===== config.mk =====
export PLATFORM = sky130hd
export DESIGN_NAME = keyboard_matrix_scanner
export DESIGN_NICKNAME = d
export VERILOG_FILES = /design/src/rtl/keyscan_pkg.sv /design/src/rtl/keyscan_debounce.sv /design/src/rtl/keyboard_matrix_scanner.sv
export SDC_FILE = /design/constraint.sdc
export NUM_CORES = 1
export LEC_CHECK = 0
export BUFFER_PORTS_ARGS = -buffer_cell sky130_fd_sc_hd__clkbuf_2
export CAP_MARGIN = 25
export CORE_ASPECT_RATIO = 2
export CORE_MARGIN = 10
export CORE_UTILIZATION = 45
export DETAILED_ROUTE_END_ITERATION = 8
export GPL_TIMING_DRIVEN = 0
export PLACE_DENSITY = 0.6
export SLEW_MARGIN = 20
export SYNTH_ARGS = -nofsm -noshare
export SYNTH_HDL_FRONTEND = slang
export SYNTH_HIERARCHICAL = 1
export SYNTH_SLANG_ARGS = --single-unit

===== constraint.sdc =====
create_clock -name clk -period 3.6 [get_ports clk]
set_clock_uncertainty 0.15 [all_clocks]
set_input_delay 0.54 -clock clk [delete_from_list [all_inputs] [get_ports clk]]
set_output_delay 0.54 -clock clk [all_outputs]
set_load 0.02 [all_outputs]

===== src/rtl/keyscan_pkg.sv =====
// keyscan_pkg: scanner FSM states and the event byte format shared with the uart reporter.
package keyscan_pkg;
  typedef enum logic [2:0] {S_WAIT, S_REQ, S_SETTLE, S_SAMPLE, S_RELEASE, S_REPORT} state_e;
  typedef struct packed {
    logic       pressed;
    logic [3:0] col;
    logic [2:0] row;
  } key_event_t;
  function automatic key_event_t pack_event(input logic pressed, input logic [3:0] col, input logic [2:0] row);
    return '{pressed: pressed, col: col, row: row};
  endfunction
endpackage


===== src/rtl/keyscan_debounce.sv =====
// keyscan_debounce: per-key scan counters; a stable bit may flip only after
// DEBOUNCE_SCANS consecutive samples of its column disagree with it.
module keyscan_debounce
  import keyscan_pkg::*;
#(
  parameter int N_COLS = 8,
  parameter int N_ROWS = 8,
  parameter int DEBOUNCE_SCANS = 3,
  localparam int CLW = $clog2(N_COLS),
  localparam int DW = $clog2(DEBOUNCE_SCANS + 1)
) (
  input  logic              clk,
  input  logic              reset,
  input  logic              upd_i,
  input  logic [CLW-1:0]    col_i,
  input  logic [N_ROWS-1:0] raw_i,
  input  logic [N_ROWS-1:0] stable_i,
  output logic [N_ROWS-1:0] target_o
);
  logic [N_COLS-1:0][N_ROWS-1:0][DW-1:0] cnt_q, cnt_d;
  // A counter left at DEBOUNCE_SCANS marks a flip already reported; a further mismatch restarts at 1.
  always_comb begin
    cnt_d = cnt_q;
    target_o = stable_i;
    for (int r = 0; r < N_ROWS; r++) begin
      if (upd_i)
        cnt_d[col_i][r] = raw_i[r] == stable_i[r] ? '0 :
                          cnt_q[col_i][r] == DW'(DEBOUNCE_SCANS) ? DW'(1) : cnt_q[col_i][r] + DW'(1);
      if (cnt_q[col_i][r] == DW'(DEBOUNCE_SCANS)) target_o[r] = raw_i[r];
    end
  end
  always_ff @(posedge clk or negedge reset) begin
    if (!reset) cnt_q <= '0;
    else cnt_q <= cnt_d;
  end
endmodule


===== src/rtl/keyboard_matrix_scanner.sv =====
// keyboard_matrix_scanner: column-at-a-time key matrix scanner borrowing the LCD data bus.
// Define KEYSCAN_DEBOUNCE_EN to filter every key through keyscan_debounce before reporting.
module keyboard_matrix_scanner
  import keyscan_pkg::*;
#(
  parameter int N_COLS = 8,
  parameter int N_ROWS = 8,
  parameter int SCAN_INTERVAL = 48000,
  parameter int SETTLE_CYCLES = 48,
`ifdef KEYSCAN_DEBOUNCE_EN
  parameter int DEBOUNCE_SCANS = 3,
`endif
  localparam int CLW = $clog2(N_COLS),
  localparam int RW = N_ROWS > 1 ? $clog2(N_ROWS) : 1
) (
  input  logic              clk,
  input  logic              reset,
  output logic              bus_req,
  input  logic              bus_ack,
  output logic              bus_release,
  output logic [N_COLS-1:0] col_drive,
  input  logic [N_ROWS-1:0] row_in,
  output logic              key_strobe,
  output logic              key_pressed,
  output logic [CLW-1:0]    key_col,
  output logic [RW-1:0]     key_row,
  output logic [CLW-1:0]    scan_col
);
  localparam int CW = $clog2((SCAN_INTERVAL > SETTLE_CYCLES ? SCAN_INTERVAL : SETTLE_CYCLES) + 1);
  state_e state_q, state_d;
  logic [CW-1:0] cnt_q, cnt_d;
  logic [CLW-1:0] col_q, col_d, kcol_q, kcol_d;
  logic [RW-1:0] krow_q, krow_d, low;
  logic req_q, req_d, rel_q, rel_d, stb_q, stb_d, prs_q, prs_d;
  logic [N_COLS-1:0] drv_q, drv_d;
  logic [N_ROWS-1:0] smp_q, smp_d, target, diff;
  logic [N_COLS-1:0][N_ROWS-1:0] mat_q, mat_d;
`ifdef KEYSCAN_DEBOUNCE_EN
  keyscan_debounce #(
    .N_COLS(N_COLS), .N_ROWS(N_ROWS), .DEBOUNCE_SCANS(DEBOUNCE_SCANS)
  ) u_debounce (
    .clk(clk), .reset(reset), .upd_i(state_q == S_SAMPLE), .col_i(col_q),
    .raw_i(smp_q), .stable_i(mat_q[col_q]), .target_o(target)
  );
`else
  assign target = smp_q;
`endif
  assign diff = target ^ mat_q[col_q];
  always_comb begin
    low = '0;
    for (int r = N_ROWS - 1; r >= 0; r--) if (diff[r]) low = RW'(r);
  end
  // RELEASE emits the first event and REPORT the rest; an empty diff skips straight to WAIT.
  always_comb begin
    state_d = state_q;
    cnt_d = cnt_q;
    col_d = col_q;
    req_d = req_q;
    rel_d = rel_q;
    drv_d = drv_q;
    smp_d = smp_q;
    mat_d = mat_q;
    stb_d = 1'b0;
    prs_d = prs_q;
    kcol_d = kcol_q;
    krow_d = krow_q;
    unique case (state_q)
      S_WAIT:
        if (cnt_q == CW'(SCAN_INTERVAL - 1)) begin
          cnt_d = '0;
          req_d = 1'b1;
          state_d = S_REQ;
        end else cnt_d = cnt_q + CW'(1);
      S_REQ:
        if (bus_ack) begin
          rel_d = 1'b1;
          drv_d = ~(N_COLS'(1) << col_q);
          state_d = S_SETTLE;
        end
      S_SETTLE:
        if (cnt_q == CW'(SETTLE_CYCLES - 1)) begin
          cnt_d = '0;
          smp_d = ~row_in;
          state_d = S_SAMPLE;
        end else cnt_d = cnt_q + CW'(1);
      S_SAMPLE: begin
        drv_d = '1;
        rel_d = 1'b0;
        req_d = 1'b0;
        state_d = S_RELEASE;
      end
      S_RELEASE, S_REPORT:
        if (|diff) begin
          stb_d = 1'b1;
          prs_d = target[low];
          kcol_d = col_q;
          krow_d = low;
          mat_d[col_q][low] = target[low];
          state_d = S_REPORT;
        end else begin
          col_d = col_q == CLW'(N_COLS - 1) ? '0 : col_q + CLW'(1);
          state_d = S_WAIT;
        end
      default: state_d = S_WAIT;
    endcase
  end
  always_ff @(posedge clk or negedge reset) begin
    if (!reset) begin
      state_q <= S_WAIT;
      cnt_q <= '0;
      col_q <= '0;
      req_q <= 1'b0;
      rel_q <= 1'b0;
      drv_q <= '1;
      smp_q <= '0;
      mat_q <= '0;
      stb_q <= 1'b0;
      prs_q <= 1'b0;
      kcol_q <= '0;
      krow_q <= '0;
    end else begin
      state_q <= state_d;
      cnt_q <= cnt_d;
      col_q <= col_d;
      req_q <= req_d;
      rel_q <= rel_d;
      drv_q <= drv_d;
      smp_q <= smp_d;
      mat_q <= mat_d;
      stb_q <= stb_d;
      prs_q <= prs_d;
      kcol_q <= kcol_d;
      krow_q <= krow_d;
    end
  end
  assign bus_req = req_q;
  assign bus_release = rel_q;
  assign col_drive = drv_q;
  assign key_strobe = stb_q;
  assign key_pressed = prs_q;
  assign key_col = kcol_q;
  assign key_row = krow_q;
  assign scan_col = col_q;
endmodule


### Word-level counts from Yosys, hierarchy flattened

Index checks and enable logic that the tools add are counted.

| word-level totals | value |
|---|---|
| flip-flop bits (word level) | 112 |
| input bits | 11 |
| output and inout port bits | 21 |
| word-level logic and storage cells | 89 |

| operators by class | value |
|---|---|
| $add $sub $neg | 2 |
| order comparisons | 4 |
| equal/unequal tests | 11 |
| shifts and indexed selects | 1 |
| muxes and demuxes | 34 |
| bitwise gates (word level) | 4 |
| reduce and logical (&&, ||, !) cells | 14 |

Operators with widths:

| cell | number |
|---|---|
| $bwmux 64 | 1 |
| $mux 3 | 13 |
| $mux 16 | 2 |
| $pmux 16 s2 | 1 |
| $bmux 8 s3 | 1 |
| $demux 8 s3 | 1 |
| $mux 8 | 3 |
| $add 16x1->16 const B | 1 |
| $eq 16x16->1 const B | 1 |
| $eq 16x6->1 const B | 1 |
| $not 8->8 | 2 |
| $pmux 8 s2 | 1 |
| $pmux 3 s5 | 1 |
| $reduce_and 2->1 | 5 |
| $eq 3x3->1 const B | 3 |
| $lt 3x4->1 const B | 2 |
| $reduce_or 8->1 | 1 |
| $shl 1x3->8 const A | 1 |
| $xor 8x8->8 | 1 |
| $eq 3x2->1 const B | 2 |
| $ge 3x1->1 const B | 2 |
| $mux 1 | 6 |
| $ne 2x2->1 const B | 3 |
| $reduce_bool 2->1 | 3 |
| 10 further kinds | 12 |

### Logic depth before layout (Yosys ltp)

| logic depth | value |
|---|---|
| word-level depth | 18 |
| gate-level depth with buffers | 14 |
| mapped depth without buffers | 10 |

### Worst setup path after synthesis

OpenSTA, ideal clock, no wires.

| timing | value |
|---|---|
| kind | register to register |
| from | register col_q[1], in the netlist scan_col[1] |
| to | register mat_q[49] (netlist name) |
| library setup time | 0.095 ns |
| arrival | 3.033 ns |
| required time | 3.355 ns |
| setup slack | 0.321 ns |
| stages on the path, launching flop included | 12 |
| buffers on the path | 2 |
| period minus slack after synthesis | 3.279 ns |
| path through | dfrtp_1 > buf_6 > mux2_2 > a221o_1 > o2bb2ai_1 > xor2_2 > a2111oi_2 > nor4_2 > and3_1 > o22ai_2 > buf_2 > o31ai_1 |

| between the ends | value |
|---|---|
| word-level cells in the longest chain between the ends | 18 |
| elaborated cells between the ends (all ways) | 26 |
| those cells by class | 4 x order compare; 17 x mux; 1 x bitwise; 4 x reduce/logical |

Ends and longest elaborated chain:

| element | line | text |
|---|---|---|
| start: declaration | keyboard_matrix_scanner.sv:32 | `logic [CLW-1:0] col_q, col_d, kcol_q, kcol_d;` |
| start signal: assignment | keyboard_matrix_scanner.sv:124 | `col_q <= col_d;` |
| $bmux 8 s3 | keyboard_matrix_scanner.sv:48 | `assign diff = target ^ mat_q[col_q];` |
| $mux 8 (not written as such) | keyboard_matrix_scanner.sv:48 |  |
| $xor 8x8->8 | keyboard_matrix_scanner.sv:48 |  |
| $mux 3 (8 in series) | keyboard_matrix_scanner.sv:51 | `for (int r = N_ROWS - 1; r >= 0; r--) if (diff[r]) low = RW'(r);` |
| $lt 3x4->1 (not written as such) or $ge 3x1->1 (tied branches) | keyboard_matrix_scanner.sv:98 | `mat_d[col_q][low] = target[low];` |
| $logic_and 1x1->1 (not written as such) | keyboard_matrix_scanner.sv:98 |  |
| $mux 1 (not written as such) | keyboard_matrix_scanner.sv:98 |  |
| $demux 1 s3 | keyboard_matrix_scanner.sv:98 |  |
| $mux 8 (not written as such) | keyboard_matrix_scanner.sv:98 |  |
| $demux 8 s3 | keyboard_matrix_scanner.sv:98 |  |
| $bwmux 64 | keyboard_matrix_scanner.sv:98 |  |
| end signal: assignment | keyboard_matrix_scanner.sv:129 | `mat_q <= mat_d;` |
| end: declaration | keyboard_matrix_scanner.sv:37 | `logic [N_COLS-1:0][N_ROWS-1:0] mat_q, mat_d;` |

Several ways; a longest one is shown, not always the timed one. The select of a mux whose other input is x is not followed.
A chain may end at the register's enable or synchronous reset.

### Final worst setup path

| timing | value |
|---|---|
| from | register col_q[1], in the netlist scan_col[1] |
| to | register mat_q[38] (netlist name) |

Same word-level chain as after synthesis.

==> results.yml <==
status:
  status: "finished, final reports clean"
setup_path:
  crit_required_ns: 3.69
  worstPathCellList: "buf_6 -> nor2_2 -> clkbuf_4 -> a221oi_2 -> o21a_2 -> xnor2_4 -> nand4b_1 -> o41ai_4 -> buf_4 -> inv_2 -> nand3_1 -> or3_1 -> mux2_2"
  max_stage_delay_ns: 0.45
  startpoint_type: "flop"
  worstSetupEndpointType: "flop"
  crit_type: "reg -> reg"
  reg2regPathDepth: 13
  r2r-end: "mat_q[38]"
  cp_num_buf_inv: 4
  worstReg2RegStart: "scan_col[1]"
  critPathSlowestCell: "dfrtp_1"
  cp_max_fo: 10
  crit_family: "simple AND/OR/NAND/NOR gates"
  ff2ff_setup_slack_ns: 0.05
  cp.arrival_ns: 3.64
cells_and_area:
  seqCellArea_um2: 2815
  drive_gt1_share_pct: 29.80
  diodes: 0
  area_delta_synth_final_pct: 20.43
  fillers: 1118
  multi_input_area_um2: 3173
  final_cell_area_um2: 7073
  utilization_pct: 54.75
  finalNetCount: 654
placed_design:
  post_dp_cell_area_um2: 6255
  port_buffers: 31
  place_ws_ns: -0.5450
  gp_congestion: 0.8861
  dpl.hpwl_um: 11890
detailed_routing:
  via_per_inst: 5.899
  avgRoutedWirePerCell_um: 21.03
  antenna_left: 0
  vias: 4678
  drc: 0
  first_pass_iters: 5
  drt_iter0_markers: 233
  routed_wl_um: 16680
yosys:
  synth-warning-count: 6
  synth.area.top_cells: "dfrtp_1 44%, mux2_2 8.2%, nand2_1 5.4%, dfstp_2 3.6%, mux2i_1 3.6%"
  yosysTopAreaCellShare_pct: 44.31
  ys.flop_type: "dfrtp_1"
  async_flop_share_pct: 100.0
  syn_inst: 575
  ys_seq_area_share_pct: 47.89
  synth_area_um2: 5873
  ys_ff_latch: 112
  synth.avg_cell_area_um2: 10.21
  synthDistinctLibCells: 67
  synth_top_area_cell: "dfrtp_1"
  synth_nets: 593
  synth_edf_count: 0
clocking:
  clk_path_buf_depth: 2
  clock_latency_ns: 0.35
  cts_root_buf: "clkbuf_16"
  htreeDepth: 3
  cts_buffers: 9
  clock_sinks: 112
  tritoncts: "yes"
  clkTransAtPathRegs_ns: 0.07
power:
  pwr-share-seq_pct: 39.2
  p_switching_mw: 1.364
  intPower_mw: 2.442
  p_leak_nw: 3.075
  powerDensity_nw_per_um2: 538.1
  switching_share_pct: 35.85
  power_frac_clock_pct: 29.1
  total_power_mw: 3.806
  p_comb_share_pct: 31.7
  ir_drop_mv: 0.3075
floorplanning:
  core_area_um2: 12920
  die_area_um2: 18300
  num_rows: 59
  dieHeight_um: 181.6
  die_w_um: 100.8
  pin_count: 32
  start_util_pct: 45.46
timing:
  fin_crit_sh_pct: 98.59
  rsz0062_at_grt: "true"
  hold_violations: 0
  slew_headroom_pct: 52.13
  worst_slew_pin_slew_ns: 0.7117
  min_period_ns: 3.549
  max_freq_mhz: 281.7
  layout_setup_ws_ns: 0.05063
  slew_violations: 0
  setup-violations-final: 0
global_routing:
  antenna_found_initial: 0
  grt_pass1_vias: 4772
  track_usage_pct: 18.39
  grt_max_degree: 91
  overflow: 0
  grt_pass1_wl_um: 26270
min_path:
  whs_path_depth: 2
  min_from: "row_in[6]"
  min_to: "smp_q[6]"
  hp-class: "in -> reg"
flow_run:
  maxCapViolCount: 0
==> power by group through the flow <==
stage	logic, mW	registers (mW)	clock network, mW
CTS	1.11	1.49	1.13
finish	1.21	1.49	1.11
global placement	0.973	1.50	0
floorplan	0.615	1.53	0
detailed placement	0.993	1.51	0
global route	1.31	1.51	1.18
==> placed cells by master, fill, tap and decap left out, types with 7 or more instances in the layout <==
master,count
buf_2,7
xor2_1,7
xnor2_1,7
buf_6,8
buf_4,20
ha_1,7
nor2_1,48
clkbuf_16,9
clkbuf_1,11
a21oi_1,17
nand2_1,83
mux2_1,9
nand3_1,15
nand4_1,7
nor2b_1,8
o31ai_1,14
nor3_1,9
mux2_2,43
dfstp_2,8
mux2i_1,19
dfrtp_1,102
clkbuf_2,30
o21ai_0,32
==> per-stage QoR <==
stage | TNS, ns | hold slack [ns] | cells
floorplan | 0 | 0.09441 | 575
global placement | -26.26 | 0.3139 | 758
detailed placement | -29.72 | 0.2782 | 759
CTS | -0.02935 | 0.2191 | 785
global route | -0.09280 | 0.2211 | 793
finish | 0 | 0.2209 | 793
==> synth_stat cells, drive strengths merged (4+ instances only) <==
| master | count |
|---|---|
| mux2 | 53 |
| nand2 | 86 |
| inv | 8 |
| nand3 | 18 |
| and2 | 6 |
| a21oi | 18 |
| nor2b | 9 |
| ha | 7 |
| xnor2 | 14 |
| dfrtp | 104 |
| mux2i | 21 |
| o31ai | 14 |
| dfstp | 8 |
| o21ai | 32 |
| nor3 | 13 |
| buf | 18 |
| a22oi | 5 |
| xor2 | 10 |
| nor2 | 51 |
| nand4 | 7 |
| clkbuf | 13 |
| and3 | 6 |
| nand2b | 4 |
==> metal layers <==
layer	part of all wire, %	vias up	global-route usage (%)
met5	0	-	0
met4	5.3	0	10.68
met3	3.7	54	2.852
li1	-	2160	-
met1	35	2325	18.95
met2	56	139	33.38
==> registers in the layout, summed over array words and instances, names as in the netlist <==
register and flops:
mat_q 64, cnt_q 16, col_drive 8, smp_q 8, key_col 3, key_row 3, scan_col 3, state_q 3
bus_release 1, bus_req 1, key_pressed 1, key_strobe 1
==> logic make-up (layout without fill, tap and decap cells) <==
group,count (synthesis),after routing,synth area share (%)
compound gates,102,102,12.12
buf+inv,39,105,3.387
simple gates,217,217,17.60
flops,112,112,47.89
fa+ha+maj,7,7,1.491
mux,74,74,13.80
xor+xnor,24,24,3.707
==> how the worst max path moves through the flow <==
stage	from	cells after the start	end
floorplan	scan_col[1]	11	mat_q[49]
global placement	scan_col[2]	13	key_pressed
detailed placement	scan_col[2]	13	mat_q[2]
CTS	scan_col[1]	12	mat_q[57]
global route	scan_col[0]	14	mat_q[7]
finish	scan_col[1]	13	mat_q[38]
==> worst reg2reg max path, stage by stage (launching register included) <==
cell      delay, ns
dfrtp_1        0.45
buf_6          0.18
nor2_2         0.23
clkbuf_4       0.30
a221oi_2       0.08
o21a_2         0.26
xnor2_4        0.28
nand4b_1       0.24
o41ai_4        0.08
buf_4          0.20
inv_2          0.13
nand3_1        0.18
or3_1          0.40
mux2_2         0.29
==> what timing repair did <==
| action | in CTS | in global routing |
|---|---|---|
| pin swaps | 6 | 14 |
| setup endpoints to repair | 76 | 77 |
| hold buffers | 1 | 0 |
| endpoints found under the hold margin | 14 | 0 |
| resized for setup | 31 | 33 |
| setup buffers | 9 | 9 |
==> cell type report <==
cell class,instances,share of cell area (%)
flip-flops and latches,112,39.80
clock inverters,6,1.309
well taps,152,2.689
plain buffers,30,2.777
repair buffers,51,4.759
inverters,8,0.4246
clock buffers,10,3.379
multi-input cells,424,44.86
Note: power is estimated with default switching activity, not from simulation.
